### config.mk
export PLATFORM = sky130hd
export DESIGN_NAME = ife_block_arbiter_flat
export DESIGN_NICKNAME = d
export VERILOG_FILES = /design/src/rtl/ife_pkg.sv /design/src/rtl/ife_block_arbiter_if.sv /design/src/rtl/ife_rr_picker.sv /design/src/rtl/ife_block_arbiter.sv /design/src/flat_wrapper.sv
export SDC_FILE = /design/constraint.sdc
export NUM_CORES = 1
export LEC_CHECK = 0
export CAP_MARGIN = 20
export CORE_AREA = 2 2 260 262
export CTS_BUF_LIST = sky130_fd_sc_hd__clkbuf_8
export DETAILED_ROUTE_END_ITERATION = 12
export DIE_AREA = 0 0 262 264
export PLACE_DENSITY = 0.53
export SKIP_LAST_GASP = 1
export SLEW_MARGIN = 20
export SYNTH_ARGS = -nofsm -noshare
export SYNTH_HDL_FRONTEND = slang
export SYNTH_HIERARCHICAL = 1
export SYNTH_SLANG_ARGS = --single-unit
### constraint.sdc
create_clock -name clk -period 2.7 [get_ports clk]
set_input_delay 0.54 -clock clk [delete_from_list [all_inputs] [get_ports clk]]
set_output_delay 0.54 -clock clk [all_outputs]
set_load 0.03 [all_outputs]
### src/rtl/ife_pkg.sv
// Shared IFE types and default widths, used by the block arbiter and the block queue.
// Latency: n/a (types, constants and a width helper only).
// Backpressure: n/a.
package ife_pkg;

  // Index width for a vector of n entries; at least one bit so a single-entry index still exists
  function automatic int src_width(input int n);
    return (n > 1) ? $clog2(n) : 1;
  endfunction

  localparam int DEF_NUM_REQ        = 4;
  localparam int DEF_BLOCK_ID_WIDTH = 8;
  localparam int DEF_INSTR_WIDTH    = 32;
  localparam int DEF_BLOCK_SIZE     = 4;
  localparam int DEF_MAX_INFLIGHT   = 16;
  localparam int DEF_SRC_WIDTH      = src_width(DEF_NUM_REQ);

  // One fetch block as it sits in the block queue
  typedef struct packed {
    logic [DEF_BLOCK_ID_WIDTH-1:0]                     id;
    logic [DEF_BLOCK_SIZE-1:0][DEF_INSTR_WIDTH-1:0]    instrs;
  } block_t;

endpackage

### src/rtl/ife_block_arbiter_if.sv
// Requester/queue-side bundle of the IFE block arbiter.
// Latency: n/a (wires only).
// Backpressure: req_ready toward producers, ready_downstream from the queue.
interface ife_block_arbiter_if
  import ife_pkg::*;
#(
  parameter int NUM_REQ        = DEF_NUM_REQ,
  parameter int BLOCK_ID_WIDTH = DEF_BLOCK_ID_WIDTH,
  parameter int INSTR_WIDTH    = DEF_INSTR_WIDTH,
  parameter int BLOCK_SIZE     = DEF_BLOCK_SIZE,
  parameter int MAX_INFLIGHT   = DEF_MAX_INFLIGHT
) ();

  localparam int SRC_W = src_width(NUM_REQ);
  localparam int CNT_W = $clog2(MAX_INFLIGHT + 1);

  logic [NUM_REQ-1:0]                                req_valid;
  logic [NUM_REQ-1:0][BLOCK_SIZE-1:0][INSTR_WIDTH-1:0] req_block;
  logic [NUM_REQ-1:0]                                req_ready;
  logic [BLOCK_ID_WIDTH-1:0]                         block_id_out;
  logic [BLOCK_SIZE-1:0][INSTR_WIDTH-1:0]            block_out;
  logic [SRC_W-1:0]                                  src_out;
  logic                                              valid_out;
  logic                                              ready_downstream;
  logic                                              retire;
  logic [CNT_W-1:0]                                  inflight_cnt;
  logic                                              err_underflow;

  // Producers, queue and retire logic
  modport master (
    output req_valid, req_block, ready_downstream, retire,
    input  req_ready, block_id_out, block_out, src_out, valid_out, inflight_cnt, err_underflow
  );

  // The arbiter itself
  modport slave (
    input  req_valid, req_block, ready_downstream, retire,
    output req_ready, block_id_out, block_out, src_out, valid_out, inflight_cnt, err_underflow
  );

endinterface

### src/rtl/ife_rr_picker.sv
// Round-robin winner search: first asserted request at or after rr_ptr, wrapping.
// Latency: combinational.
// Backpressure: none; found=0 when no request is asserted.
module ife_rr_picker
  import ife_pkg::*;
#(
  parameter int NUM_REQ = DEF_NUM_REQ,
  parameter int SRC_W   = src_width(NUM_REQ)
) (
  input  logic [NUM_REQ-1:0] req,
  input  logic [SRC_W-1:0]   rr_ptr,
  output logic [SRC_W-1:0]   winner,
  output logic               found
);

  logic [SRC_W-1:0] idx;

  // Walk the requesters starting at rr_ptr and keep the first one that is asserted
  always_comb begin
    winner = '0;
    found  = 1'b0;
    idx    = '0;
    for (int i = 0; i < NUM_REQ; i++) begin
      idx = SRC_W'((int'(rr_ptr) + i) % NUM_REQ);
      if (!found && req[idx]) begin
        found  = 1'b1;
        winner = idx;
      end
    end
  end

endmodule

### src/rtl/ife_block_arbiter.sv
// Round-robin share of the IFE block queue among NUM_REQ producers, with ID/source stamping and an in-flight cap.
// Latency: 1 cycle from accept to valid_out; 1 block/cycle sustained.
// Backpressure: no grant while the output stage is held (valid_out && !ready_downstream) or MAX_INFLIGHT is reached.
module ife_block_arbiter
  import ife_pkg::*;
#(
  parameter int NUM_REQ        = DEF_NUM_REQ,
  parameter int BLOCK_ID_WIDTH = DEF_BLOCK_ID_WIDTH,
  parameter int INSTR_WIDTH    = DEF_INSTR_WIDTH,
  parameter int BLOCK_SIZE     = DEF_BLOCK_SIZE,
  parameter int MAX_INFLIGHT   = DEF_MAX_INFLIGHT
) (
  input  logic                clk,
  input  logic                rst_n,
  ife_block_arbiter_if.slave  bus
);

  localparam int SRC_W = src_width(NUM_REQ);
  localparam int CNT_W = $clog2(MAX_INFLIGHT + 1);

  typedef logic [BLOCK_SIZE-1:0][INSTR_WIDTH-1:0] payload_t;

  logic                      valid_q;
  payload_t                  block_q;
  logic [BLOCK_ID_WIDTH-1:0] id_q;
  logic [BLOCK_ID_WIDTH-1:0] next_id;
  logic [SRC_W-1:0]          src_q;
  logic [SRC_W-1:0]          rr_ptr;
  logic [CNT_W-1:0]          cnt_q;
  logic                      err_q;

  logic [SRC_W-1:0]          winner;
  logic                      found;
  logic                      slot_free;
  logic                      can_issue;
  logic                      accept;
  logic                      retire_eff;

  ife_rr_picker #(
    .NUM_REQ (NUM_REQ),
    .SRC_W   (SRC_W)
  ) u_picker (
    .req    (bus.req_valid),
    .rr_ptr (rr_ptr),
    .winner (winner),
    .found  (found)
  );

  // Issue only into a free output slot and below the cap; a same-cycle retire does not count.
  // Gating with rst_n keeps any handshake from completing while reset is asserted.
  assign slot_free  = !valid_q || bus.ready_downstream;
  assign can_issue  = rst_n && slot_free && (cnt_q < CNT_W'(MAX_INFLIGHT));
  assign accept     = can_issue && found;
  assign retire_eff = bus.retire && (cnt_q != '0);

  // One-hot grant to the round-robin winner, or nothing
  always_comb begin
    bus.req_ready = '0;
    if (accept) begin
      bus.req_ready[winner] = 1'b1;
    end
  end

  // Output stage, block ID counter and round-robin pointer
  always_ff @(posedge clk) begin
    if (!rst_n) begin
      valid_q <= 1'b0;
      block_q <= '0;
      id_q    <= '0;
      src_q   <= '0;
      next_id <= '0;
      rr_ptr  <= '0;
    end else if (accept) begin
      valid_q <= 1'b1;
      block_q <= bus.req_block[winner];
      src_q   <= winner;
      id_q    <= next_id;
      next_id <= next_id + 1'b1;
      rr_ptr  <= (winner == SRC_W'(NUM_REQ - 1)) ? '0 : winner + 1'b1;
    end else if (valid_q && bus.ready_downstream) begin
      valid_q <= 1'b0;
    end
  end

  // In-flight count and sticky underflow flag
  always_ff @(posedge clk) begin
    if (!rst_n) begin
      cnt_q <= '0;
      err_q <= 1'b0;
    end else begin
      if (accept && !retire_eff) begin
        cnt_q <= cnt_q + 1'b1;
      end else if (!accept && retire_eff) begin
        cnt_q <= cnt_q - 1'b1;
      end
      if (bus.retire && (cnt_q == '0)) begin
        err_q <= 1'b1;
      end
    end
  end

  assign bus.valid_out     = valid_q;
  assign bus.block_out     = block_q;
  assign bus.block_id_out  = id_q;
  assign bus.src_out       = src_q;
  assign bus.inflight_cnt  = cnt_q;
  assign bus.err_underflow = err_q;

endmodule

### src/flat_wrapper.sv
// flat-port wrapper written by rule: the top's interface ports become plain ports
module ife_block_arbiter_flat import ife_pkg::*;
#(
  parameter int NUM_REQ        = DEF_NUM_REQ,
  parameter int BLOCK_ID_WIDTH = DEF_BLOCK_ID_WIDTH,
  parameter int INSTR_WIDTH    = DEF_INSTR_WIDTH,
  parameter int BLOCK_SIZE     = DEF_BLOCK_SIZE,
  parameter int MAX_INFLIGHT   = DEF_MAX_INFLIGHT
)
  (clk, rst_n, bus_req_valid, bus_req_block, bus_ready_downstream, bus_retire, bus_req_ready, bus_block_id_out, bus_block_out, bus_src_out, bus_valid_out, bus_inflight_cnt, bus_err_underflow);
  ife_block_arbiter_if #(.NUM_REQ(NUM_REQ), .BLOCK_ID_WIDTH(BLOCK_ID_WIDTH), .INSTR_WIDTH(INSTR_WIDTH), .BLOCK_SIZE(BLOCK_SIZE), .MAX_INFLIGHT(MAX_INFLIGHT)) bus_i ();
  input  logic clk;
  input  logic rst_n;
  input wire logic [$bits(bus_i.req_valid)-1:0] bus_req_valid;
  input wire logic [$bits(bus_i.req_block)-1:0] bus_req_block;
  input wire logic [$bits(bus_i.ready_downstream)-1:0] bus_ready_downstream;
  input wire logic [$bits(bus_i.retire)-1:0] bus_retire;
  output wire logic [$bits(bus_i.req_ready)-1:0] bus_req_ready;
  output wire logic [$bits(bus_i.block_id_out)-1:0] bus_block_id_out;
  output wire logic [$bits(bus_i.block_out)-1:0] bus_block_out;
  output wire logic [$bits(bus_i.src_out)-1:0] bus_src_out;
  output wire logic [$bits(bus_i.valid_out)-1:0] bus_valid_out;
  output wire logic [$bits(bus_i.inflight_cnt)-1:0] bus_inflight_cnt;
  output wire logic [$bits(bus_i.err_underflow)-1:0] bus_err_underflow;
  assign bus_i.req_valid = bus_req_valid;
  assign bus_i.req_block = bus_req_block;
  assign bus_i.ready_downstream = bus_ready_downstream;
  assign bus_i.retire = bus_retire;
  assign bus_req_ready = bus_i.req_ready;
  assign bus_block_id_out = bus_i.block_id_out;
  assign bus_block_out = bus_i.block_out;
  assign bus_src_out = bus_i.src_out;
  assign bus_valid_out = bus_i.valid_out;
  assign bus_inflight_cnt = bus_i.inflight_cnt;
  assign bus_err_underflow = bus_i.err_underflow;
  ife_block_arbiter #(.NUM_REQ(NUM_REQ), .BLOCK_ID_WIDTH(BLOCK_ID_WIDTH), .INSTR_WIDTH(INSTR_WIDTH), .BLOCK_SIZE(BLOCK_SIZE), .MAX_INFLIGHT(MAX_INFLIGHT)) u_core (.clk(clk), .rst_n(rst_n), .bus(bus_i));
endmodule
==> run summary, run 1 <==
Top delay family on crit path -> compound AO/OA/AOI/OAI gates
CTS tree -> yes
Hold Fails Final Rpt -> 0
Clk buf depth -> 2
R2R Path End -> u_core/bus.inflight_cnt[3]
Yosys cell types -> 41
Critical path class -> flop to output port
CP Depth -> 8
Startpoint types -> flop
Post-layout min period -> 2.66 ns
Antenna viol nets, final -> 0
Cts hold-fix bufs -> 0
R2R Setup Slk -> 0.17 ns
Clk_lat worst skew -> 0.54 ns
Syn Inst Count -> 878
Cell area after placement -> 0.0172 mm2
Row cnt -> 95
Post-Route WL -> 44.2 mm
Comb power frac -> 53.9%
Drt wl/cell -> 18.1 um
CP max FO -> 5
Synth warn -> 6
Sink Count -> 155
H-tree lvl count -> 4
Commonest non-fill, non-tap cell in the layout -> clkdlybuf4s50_1
RR Startpoint -> u_core/bus.inflight_cnt[2]
GRT Util Overall -> 12.5%
DIE AREA -> 0.0692 mm2
Sequential power share -> 27.7%
Synth Cell Area -> 0.00918 mm2
Unrepaired setup endpoints after global routing -> true
Clock Power Share -> 18.5%
Final total negative setup slack -> 0 ns
Post-synthesis sequential area ratio -> 33.8%
Layout cells sized above 1 -> 16.2%
Pwr Density -> 596 mW/mm2
Switch Pwr -> 4.08 mW
Clock slew seen by the registers of the worst setup and hold paths -> 0.11 ns
Syn Area/Cell -> 10.5 um2
Number of synthesized register bits -> 155
DRC Markers -> 0
First-pass GRT wire length -> 63.3 mm
Setup violations, final -> 0
Area growth syn-to-layout -> 92.9%
VDD IR max -> 0.000314 V
Internal power -> 6.47 mW
Hold depth -> 2
Cell mode on critical path -> inv_4
Antenna violations before repair -> 7
Buffers and inverters on the worst path -> 4
Clk_skew -> 0.0171 ns
Synth Flop Type -> dfxtp_1
Vias in the first global route -> 10,100
Largest net degree at the start of global routing -> 83
Hold endpoint -> u_core/bus.block_out[23]
Post-synthesis async set-or-reset flop share -> 0%
Outcome -> finished, final reports clean
Most frequent cells in the layout -> clkdlybuf4s50_1 (659), nand2_1 (286), dfxtp_1 (154), mux4_2 (128), a21boi_1 (89)
Cell count of the worst reg-to-reg path -> 9
DRT Pass-1 Iters -> 4
Die Span X -> 262 um
Final HPWL DP -> 36.2 mm
Total number of vias -> 9,690
Critical Path AT -> 2.12 ns
Maxcap violations -> 0
Mapped Nets -> 1,408
Clk root buf -> clkbuf_8
Starting Density -> 13.8%
IO Port Bufs -> 668
DRT iter0 DRCs -> 508
Worst-Margin Slew -> 0.903 ns
Max-slew headroom -> 39.8%
Pins Over Slew Limit -> 0
Final Cell Area -> 0.0177 mm2
Die Y-Extent -> 264 um
Crit share post-route -> 98.6%
CP Data Required Time -> 2.16 ns
Critical Path End Type -> output port
Core area -> 0.0666 mm2
Crit-path cells -> inv_4 > a221o_1 > a21oi_4 > buf_12 > inv_4 > ha_2 > and2_4 > buf_6
Static leakage -> 6.18 nW
TritonCTS buffer count -> 17
Startpoint of the worst hold path -> u_core/bus.block_out[23]
Max incr delay on CP -> 0.41 ns
Routability Congestion -> 0.917
Maximum clock frequency -> 0.376 GHz
Layout Utilization -> 26.6%
# IOs -> 669
Switching power share of the total -> 38.7%
DR vias/cell -> 3.96
Final hold slack -> 0.454 ns
Number of synthesized flops with an enable pin -> 0
Total gr overflow -> 0
Hold Crit Class -> flop to flop
Nets -> 2,087
Worst path slowest cell -> dfxtp_4
-- cell usage after synthesis (3+ instances only) --
cell,count,area [um2]
buf_2,26,130
mux4_2,128,2880
inv_1,7,26.3
a21boi_1,89,668
and2_1,11,68.8
a21oi_1,6,30.0
xor2_1,4,35.0
nand3_1,6,30.0
a21boi_0,53,398
buf_6,11,124
nor2b_1,3,18.8
ha_1,9,113
xnor2_1,3,26.3
mux2i_1,4,40.0
buf_4,5,37.5
nand2b_1,6,37.5
o21ai_0,4,20.0
dfxtp_1,155,3100
nand2_1,286,1070
buf_1,7,26.3
nor2_1,4,15.0
clkbuf_1,29,109
-- worst max path at each step --
| stage | startpoint | end | slack (ns) |
|---|---|---|---|
| 5_1_grt | u_core/rr_ptr[0] | bus_req_ready[2] | -0.09 |
| 2_1_floorplan | bus_req_valid[3] | u_core/bus.inflight_cnt[3] | 0.004 |
| 6_report | u_core/rr_ptr[0] | bus_req_ready[2] | 0.04 |
| 3_5_place_dp | bus_req_valid[3] | u_core/bus.inflight_cnt[3] | -0.42 |
| 3_3_place_gp | bus_req_valid[3] | u_core/bus.inflight_cnt[3] | -0.47 |
| 4_1_cts | u_core/rr_ptr[0] | bus_req_ready[2] | -0.06 |
-- power groups by stage --
| stage | registers [mW] | clock network, mW | logic, mW |
|---|---|---|---|
| after CTS | 2.93 | 2.10 | 5.74 |
| final | 2.92 | 1.95 | 5.68 |
| after floorplan | 3.64 | 0 | 2.45 |
| after global routing | 2.98 | 2.17 | 6.09 |
| after global placement | 2.95 | 0 | 5.64 |
| after detailed placement | 2.97 | 0 | 5.66 |
-- logic make-up (layout without fill, tap and decap cells) --
| family | count (synthesis) | count (layout) | share of synthesized area (%) |
|---|---|---|---|
| buffers and inverters | 87 | 779 | 5.01 |
| muxes | 132 | 132 | 31.8 |
| and+or+nand+nor | 329 | 329 | 14.6 |
| adders and majority gates | 10 | 10 | 1.44 |
| xor gates and xnor gates | 7 | 7 | 0.668 |
| DFF | 155 | 155 | 33.8 |
| AOI/OAI and AO/OA | 158 | 158 | 12.7 |
| other | 0 | 3 | 0 |
-- layout make-up --
class	instances	area, um2
Clock buffer	18	248
Inverter	9	41.3
Clock inverter	14	158
Tap cell	873	1090
Sequential cell	155	3110
Fill cell	6977	48800
Timing Repair Buffer	738	7350
Antenna cell	3	7.51
Multi-Input combinational cell	636	5710
-- timing repair --
action,4_1_cts,5_1_grt
pin swaps,3,3
setup endpoints to repair,4,6
buffers inserted,5,3
resized for setup,22,6
-- metal layers --
metal | routed length (um) | vias up | global-route usage (%)
met5 | 13 | - | 0
met4 | 842 | 2 | 3.99
met3 | 3450 | 52 | 3.32
met2 | 22600 | 393 | 21.9
met1 | 17300 | 4723 | 14.5
li1 | - | 4520 | -
-- state kept, by name (all words and copies together) (netlist names) --
name                      count
u_core/bus.block_id_out       8
u_core/bus.block_out        128
u_core/bus.err_underflow      1
u_core/bus.inflight_cnt       5
u_core/bus.src_out            2
u_core/bus.valid_out          1
u_core/next_id                8
u_core/rr_ptr                 2
-- worst reg2reg max path: stages, from the launching register on --
cell,delay [ns]
dfxtp_1,0.36
or4_1,0.52
o21ai_1,0.17
ha_1,0.20
inv_2,0.07
ha_1,0.27
a21o_1,0.11
a21oi_1,0.08
or4b_2,0.61
nand3_1,0.08
-- stage by stage --
stage	total power [mW]	instances	setup WS (ns)
6_report	10.6	2446	0.0389
3_5_place_dp	8.63	2403	-0.424
5_1_grt	11.2	2444	-0.0875
2_1_floorplan	6.09	878	0.00364
4_1_cts	10.8	2440	-0.0550
3_3_place_gp	8.59	2403	-0.468
(Power assumes the default switching activity.)
==> inputs of run 2 (changes only) <==
- ABC_AREA: default -> 1
- CORE_AREA: 2 2 260 262 -> 2 2 257 259
- DIE_AREA: 0 0 262 264 -> 0 0 259 261
- PLACE_DENSITY: 0.53 -> 0.54
==> run summary, run 2 <==
Outcome -> finished with violations
Violated checks -> negative setup slack
Fillers -> 7,238 (+3.7%)
Static leakage -> 7.13 nW (+15%)
Layout Utilization -> 28.7% (+2.0 points)
Critical Path End Type -> output port
Worst setup margin -> -0.108 ns (-0.147 ns)
Critical Path AT -> 2.27 ns (+0.15 ns)
Routability Congestion -> 0.870 (-5.1%)
Synth Flop Type -> dfxtp_1
Placed insts -> 3,160 (+32%)
Pre-CTS setup slack -> -0.315 ns (+0.110 ns)
Row cnt -> 94 (-1.1%)
Die Y-Extent -> 261 um (-1.1%)
Setup violations, final -> 4 (+4)
Synth warn -> 6 (unchanged)
Mapped Nets -> 2,182 (+55%)
Commonest cells post-synth -> nor2_1 (664), o21ai_0 (378), dfxtp_1 (155)
Max incr delay on CP -> 0.38 ns (-0.03 ns)
Number of synthesized register bits -> 155 (unchanged)
Crit-path cells -> buf_6 > nand2_1 > nand2_1 > nand2_2 > nand2_2 > nor2_4 > nand3_2 > nand2_1 > nand2_2 > inv_8 > buf_6 > ha_4 > inv_2 > nor2_4 > buf_6
Startpoint of the worst hold path -> u_core/bus.err_underflow
Clk_lat worst skew -> 0.55 ns (about the same)
Hold Fails Final Rpt -> 0 (unchanged)
Total gr overflow -> 0 (unchanged)
Count leader, synth -> nor2_1
RR Startpoint -> u_core/rr_ptr[0]
Maxcap violations -> 0 (unchanged)
CTS tree -> yes
Area growth syn-to-layout -> 90.2%
VDD IR max -> 0.000730 V (+130%)
Post-synthesis async set-or-reset flop share -> 0% (unchanged)
Synth Cell Area -> 0.00980 mm2 (+6.7%)
Final Power -> 24.9 mW (+140%)
Cts hold-fix bufs -> 0 (unchanged)
Critical path origin -> u_core/rr_ptr[0]
Core area -> 0.0650 mm2 (-2.3%)
Layout cells sized above 1 -> 8.90% (-7.3 points)
Worst path slowest cell -> dfxtp_4
Synth top area share -> 31.7% (-2.1 points)
# IOs -> 669 (unchanged)
Nets -> 2,855 (+37%)
DRT Pass-1 Iters -> 5 (+1)
Commonest non-fill, non-tap cell in the layout -> clkdlybuf4s50_1
Clk_skew -> 0.0152 ns (-0.00193 ns)
CP Data Required Time -> 2.16 ns (about the same)
Post-synthesis sequential area ratio -> 31.7% (-2.1 points)
Max reg flops -> 128 (unchanged)
First-pass GRT wire length -> 77.8 mm (+23%)
GRT Util Overall -> 15.1% (+2.6 points)
Antenna viol nets, final -> 0 (unchanged)
Final Cell Area -> 0.0186 mm2 (+5.2%)
Startpoint types -> flop
Number of synthesized flops with an enable pin -> 0 (unchanged)
Antenna violations before repair -> 4 (-3)
DRT iter0 DRCs -> 722 (+42%)
Yosys cell types -> 30 (-27%)
Critical path class -> flop to output port
Post-Route WL -> 53.7 mm (+21%)
Pwr Density -> 1340 mW/mm2 (+120%)
Cell area after placement -> 0.0180 mm2 (+4.8%)
Crit share post-route -> 104% (+5.4 points)
H-tree lvl count -> 4 (unchanged)
Syn Area/Cell -> 5.93 um2 (-43%)
Drt wl/cell -> 16.8 um (-7.2%)
Unrepaired setup endpoints after global routing -> true
Clock slew seen by the registers of the worst setup and hold paths -> 0.11 ns (about the same)
Starting Density -> 15.1% (+1.3 points)
Syn Inst Count -> 1,652 (+88%)
Most frequent cells in the layout -> clkdlybuf4s50_1 (662), nor2_1 (661), o21ai_0 (374), dfxtp_1 (153), o21ai_1 (145)
DR vias/cell -> 4.16 (+5.0%)
Worst-Margin Slew -> 0.830 ns (-0.0732 ns)
Total number of vias -> 13,300 (+37%)
Largest net degree at the start of global routing -> 81 (-2.4%)
DIE AREA -> 0.0676 mm2 (-2.3%)
Final HPWL DP -> 41.6 mm (+15%)
Synth top area cells -> dfxtp_1 (32%), nor2_1 (25%), o21ai_0 (19%), o21ai_1 (7.3%), buf_2 (2.8%)
Hold Crit Class -> flop to flop
Pins Over Slew Limit -> 0 (unchanged)
Sink Count -> 155 (unchanged)
DRC Markers -> 0 (unchanged)
Layout Cells excl Fill -> 3,204 (+31%)
Vias in the first global route -> 12,900 (+27%)
Die Span X -> 259 um (-1.1%)
Post-layout min period -> 2.81 ns (+0.147 ns)
IO Port Bufs -> 668 (unchanged)
TritonCTS buffer count -> 17 (unchanged)
Max-slew headroom -> 44.7% (+4.9 points)
CP max FO -> 7 (+2)
Maximum clock frequency -> 0.356 GHz (-5.2%)
Top cell type by total area after synthesis -> dfxtp_1
Clk buf depth -> 2 (unchanged)
Clk root buf -> clkbuf_8
[run 2: cell types whose count changed after synthesis, moves of 10 or more]
| cell | before | now |
|---|---|---|
| a21boi_1 | 89 | 0 |
| inv_1 | 7 | 29 |
| mux4_2 | 128 | 0 |
| buf_2 | 26 | 55 |
| nand2_2 | 0 | 10 |
| nand2_1 | 286 | 65 |
| a21boi_0 | 53 | 0 |
| a21oi_1 | 6 | 23 |
| and2_1 | 11 | 0 |
| nor2_1 | 4 | 664 |
| o21ai_0 | 4 | 378 |
| clkbuf_1 | 29 | 62 |
| o21ai_1 | 0 | 142 |
[run 2: kinds of logic after synthesis]
| family | Yosys count | share of synthesized area [%] |
|---|---|---|
| adders and majority gates | 10 | 1.35 |
| DFF | 155 | 31.7 |
| xor gates and xnor gates | 3 | 0.268 |
| buffers and inverters | 170 | 8.12 |
| and+or+nand+nor | 771 | 30.9 |
| AOI/OAI and AO/OA | 543 | 27.7 |
[run 2: metal layers]
layer | up-vias | share of wire [%] | track usage, %
met5 | - | 0.048 | 0
met4 | 4 | 1.4 | 4.08
met3 | 39 | 8.3 | 4.56
met2 | 513 | 47 | 25.6
li1 | 6754 | - | -
met1 | 6012 | 43 | 18.4
[run 2: path summary, 6_finish.rpt]
path | end | slack [ns] | cells past startpoint
max | bus_req_ready[1] | -0.11 | 15
min | u_core/bus.err_underflow | 0.46 | 2
max reg2reg | u_core/bus.block_out[73] | 0.15 | 18
min reg2reg | u_core/bus.err_underflow | 0.46 | 2
[run 2: final cells by class]
cell class              count  area (um2)  area share [%]
well taps                 864        1080            5.80
flip-flops and latches    155        3110            16.7
clock inverters            15         200            1.07
multi-input cells        1327        5990            32.1
repair buffers            788        7850            42.1
inverters                  36         165           0.886
clock buffers              17         234            1.26
diodes                      2        5.00          0.0269
[run 2: power by group]
group          total (mW)  switching (mW)  internal (mW)
clock                2.10            1.15          0.949
combinational        19.1            11.3           7.75
sequential           3.70           0.520           3.18
[run 2: stage by stage]
step / hold slack (ns) / setup TNS [ns]
floorplan: 0.452 / -0.0393
global placement: 0.440 / -22.79
detailed placement: 0.445 / -22.91
CTS: 0.461 / -0.669
global route: 0.495 / -1.09
finish: 0.457 / -0.338
[run 2: repair_timing]
item	4_1_cts	5_1_grt
pin swaps	19	6
setup buffers	8	1
cloned	0	1
resized for setup	27	15
setup endpoints to repair	4	16
[run 2: worst max-delay path, delay by kind of cell, from the launching register on]
| kind | cells | cell delay [ns] |
|---|---|---|
| buf+inv | 5 | 0.51 |
| simple gates | 9 | 0.72 |
| fa+ha+maj | 1 | 0.11 |
| flops | 1 | 0.38 |
==> inputs of run 3 (changes only) <==
- CELL_PAD_IN_SITES_DETAIL_PLACEMENT: default -> 1
- CELL_PAD_IN_SITES_GLOBAL_PLACEMENT: default -> 2
- CORE_AREA: 2 2 257 259 -> default
- CORE_MARGIN: default -> 2
- CORE_UTILIZATION: default -> 15
- DIE_AREA: 0 0 259 261 -> default
- PLACE_DENSITY: 0.54 -> 0.9
==> run summary, run 3 (synthesis gave the netlist of run 2 again) <==
Outcome -> finished with violations
Violated checks -> negative setup slack
Cell mode on critical path -> nand2_2
Max incr delay on CP -> 0.48 ns (+0.10 ns)
Cts hold-fix bufs -> 0 (unchanged)
Total number of vias -> 13,700 (+2.9%)
R2R Path End -> u_core/bus.block_out[26]
CTS tree -> yes
Most frequent cells in the layout -> clkdlybuf4s50_1 (661), nor2_1 (658), o21ai_0 (369), dfxtp_1 (153), o21ai_1 (149)
Critical path class -> input port to output port
DRT Pass-1 Iters -> 4 (-1)
Static leakage -> 7.14 nW (+0.13%)
Setup violations, final -> 4 (unchanged)
Antenna viol nets, final -> 0 (unchanged)
TritonCTS buffer count -> 17 (unchanged)
Clk_skew -> 0.0255 ns (+0.0103 ns)
Startpoint types -> input port
Clk root buf -> clkbuf_8
GRT Util Overall -> 16.0% (+0.90 points)
Max-slew headroom -> 48.3% (+3.6 points)
Die Span X -> 260 um (+0.22%)
Worst-Margin Slew -> 0.776 ns (-0.0537 ns)
Critical Path End Type -> output port
Startpoint of the worst hold path -> u_core/bus.block_id_out[4]
Clock slew seen by the registers of the worst setup and hold paths -> 0.11 ns (about the same)
DRT iter0 DRCs -> 440 (-39%)
CP max FO -> 4 (-3)
Top delay family on crit path -> buffers and inverters
CP Depth -> 15 (unchanged)
RR Startpoint -> u_core/rr_ptr[0]
Antenna violations before repair -> 1 (-3)
Routability Congestion -> 0.911 (+4.7%)
Worst setup margin -> -0.228 ns (-0.120 ns)
DRC Markers -> 0 (unchanged)
Nets -> 2,843 (-0.42%)
Post-layout min period -> 2.93 ns (+0.120 ns)
Sink Count -> 155 (unchanged)
VDD IR max -> 0.000419 V (-43%)
# IOs -> 669 (unchanged)
Maximum clock frequency -> 0.342 GHz (-4.1%)
Hold Fails Final Rpt -> 0 (unchanged)
Pwr Density -> 1340 mW/mm2 (+0.64%)
Hold Crit Class -> flop to flop
Clk_lat worst skew -> 0.54 ns (about the same)
Hold depth -> 2 (unchanged)
Post-Route WL -> 56.1 mm (+4.6%)
Crit-path cells -> clkdlybuf4s50_1 > inv_1 > nand2_1 > nand2_2 > nand2_2 > nand2_2 > a21oi_2 > nand2_2 > nand2_4 > clkinv_8 > buf_6 > ha_4 > inv_2 > nor2_2 > buf_6
Maxcap violations -> 0 (unchanged)
Critical path origin -> bus_req_valid[1]
Clk buf depth -> 2 (unchanged)
CP Data Required Time -> 2.16 ns (about the same)
Total gr overflow -> 0 (unchanged)
Crit share post-route -> 108% (+4.4 points)
DR vias/cell -> 4.31 (+3.6%)
Final HPWL DP -> 44.4 mm (+6.7%)
Unrepaired setup endpoints after global routing -> true
Critical Path AT -> 2.39 ns (+0.12 ns)
Die Y-Extent -> 260 um (-0.54%)
H-tree lvl count -> 4 (unchanged)
Fillers -> 7,999 (+11%)
Starting Density -> 15.2% (+0.13 points)
Max reg flops -> 128 (unchanged)
Setup crit end -> bus_req_ready[3]
Largest net degree at the start of global routing -> 76 (-6.2%)
Area growth syn-to-layout -> 90.7%
Cell count of the worst reg-to-reg path -> 16 (-2)
Pre-CTS setup slack -> -0.534 ns (-0.219 ns)
Buffers and inverters on the worst path -> 6 (+1)
Final total negative setup slack -> -0.757 ns (-0.420 ns)
First-pass GRT wire length -> 83.3 mm (+7.0%)
Core area -> 0.0645 mm2 (-0.88%)
DIE AREA -> 0.0674 mm2 (-0.32%)
IO Port Bufs -> 668 (unchanged)
R2R Setup Slk -> 0.09 ns (-0.06 ns)
Pins Over Slew Limit -> 0 (unchanged)
Layout cells sized above 1 -> 8.94% (+0.046 points)
Row cnt -> 93 (-1.1%)
Worst path slowest cell -> clkdlybuf4s50_1
Commonest non-fill, non-tap cell in the layout -> clkdlybuf4s50_1
Vias in the first global route -> 14,800 (+15%)
Drt wl/cell -> 17.6 um (+5.3%)
==> run 3: cell count changes in the layout (fill, tap and decap cells not counted), sizes merged <==
cell / change
diode: -1
bufinv: +1
inv: -1
dlymetal6s2s: +1
clkdlybuf4s50: -1
buf: -12
==> run 3: area by class of cell <==
type,count,area [um2],share of cell area (%)
inverters,36,189,1.01
well taps,855,1070,5.73
repair buffers,776,7800,41.8
flip-flops and latches,155,3110,16.6
clock buffers,17,234,1.25
multi-input cells,1327,6050,32.4
diodes,1,2.50,0.0134
clock inverters,15,220,1.18
==> run 3: how the worst min path moves through the flow <==
stage	endpoint	slack [ns]
after global routing	u_core/bus.block_id_out[7]	0.50
after global placement	u_core/bus.err_underflow	0.45
after CTS	u_core/bus.block_id_out[4]	0.48
final	u_core/bus.block_id_out[4]	0.48
after detailed placement	u_core/bus.block_id_out[4]	0.46
after floorplan	u_core/bus.block_id_out[7]	0.45
==> run 3: metal layers <==
metal	GRT usage [%]	share of wire (%)
met5	0	0
met4	6.34	3.0
met3	4.61	6.8
met2	29.5	51
met1	16.9	39
==> run 3: worst reg2reg max path, stage by stage, from the launching register on <==
cell     delay [ns]
dfxtp_4        0.39
buf_8          0.14
nand2_4        0.09
nand3_1        0.14
nand2_2        0.13
inv_2          0.06
nand4_1        0.15
nand3_4        0.13
inv_6          0.12
buf_4          0.20
buf_12         0.26
buf_4          0.25
nor2_1         0.05
o21ai_0        0.12
o21ai_0        0.15
nor2_1         0.11
nor2_1         0.04
==> run 3: through the flow <==
stage / std cells / instance area (um2) / util, % / power, mW / hold slack [ns]
2_1_floorplan: 1652 / 9830 / - / 14.5 / 0.452
3_3_place_gp: 3139 / 17900 / 27.8 / 21.9 / 0.447
3_5_place_dp: 3139 / 17900 / 27.8 / 22.3 / 0.461
4_1_cts: 3176 / 18500 / 28.7 / 24.9 / 0.478
5_1_grt: 3182 / 18700 / 29.0 / 27.4 / 0.501
6_report: 3182 / 18700 / 29.0 / 25.1 / 0.476
==> run 3: power breakdown <==
group	leakage (nW)	switching, mW	internal (mW)
logic	5.63	11.5	7.74
clock network	0.233	1.11	1.04
registers	1.28	0.528	3.18
total	7.14	13.1	12.0
==> run 3: what timing repair did <==
action                     CTS  global route
pin swaps                   13            23
setup buffers                5             4
gates resized for setup     33            41
setup endpoints to repair    6            29
gates cloned                 0             1
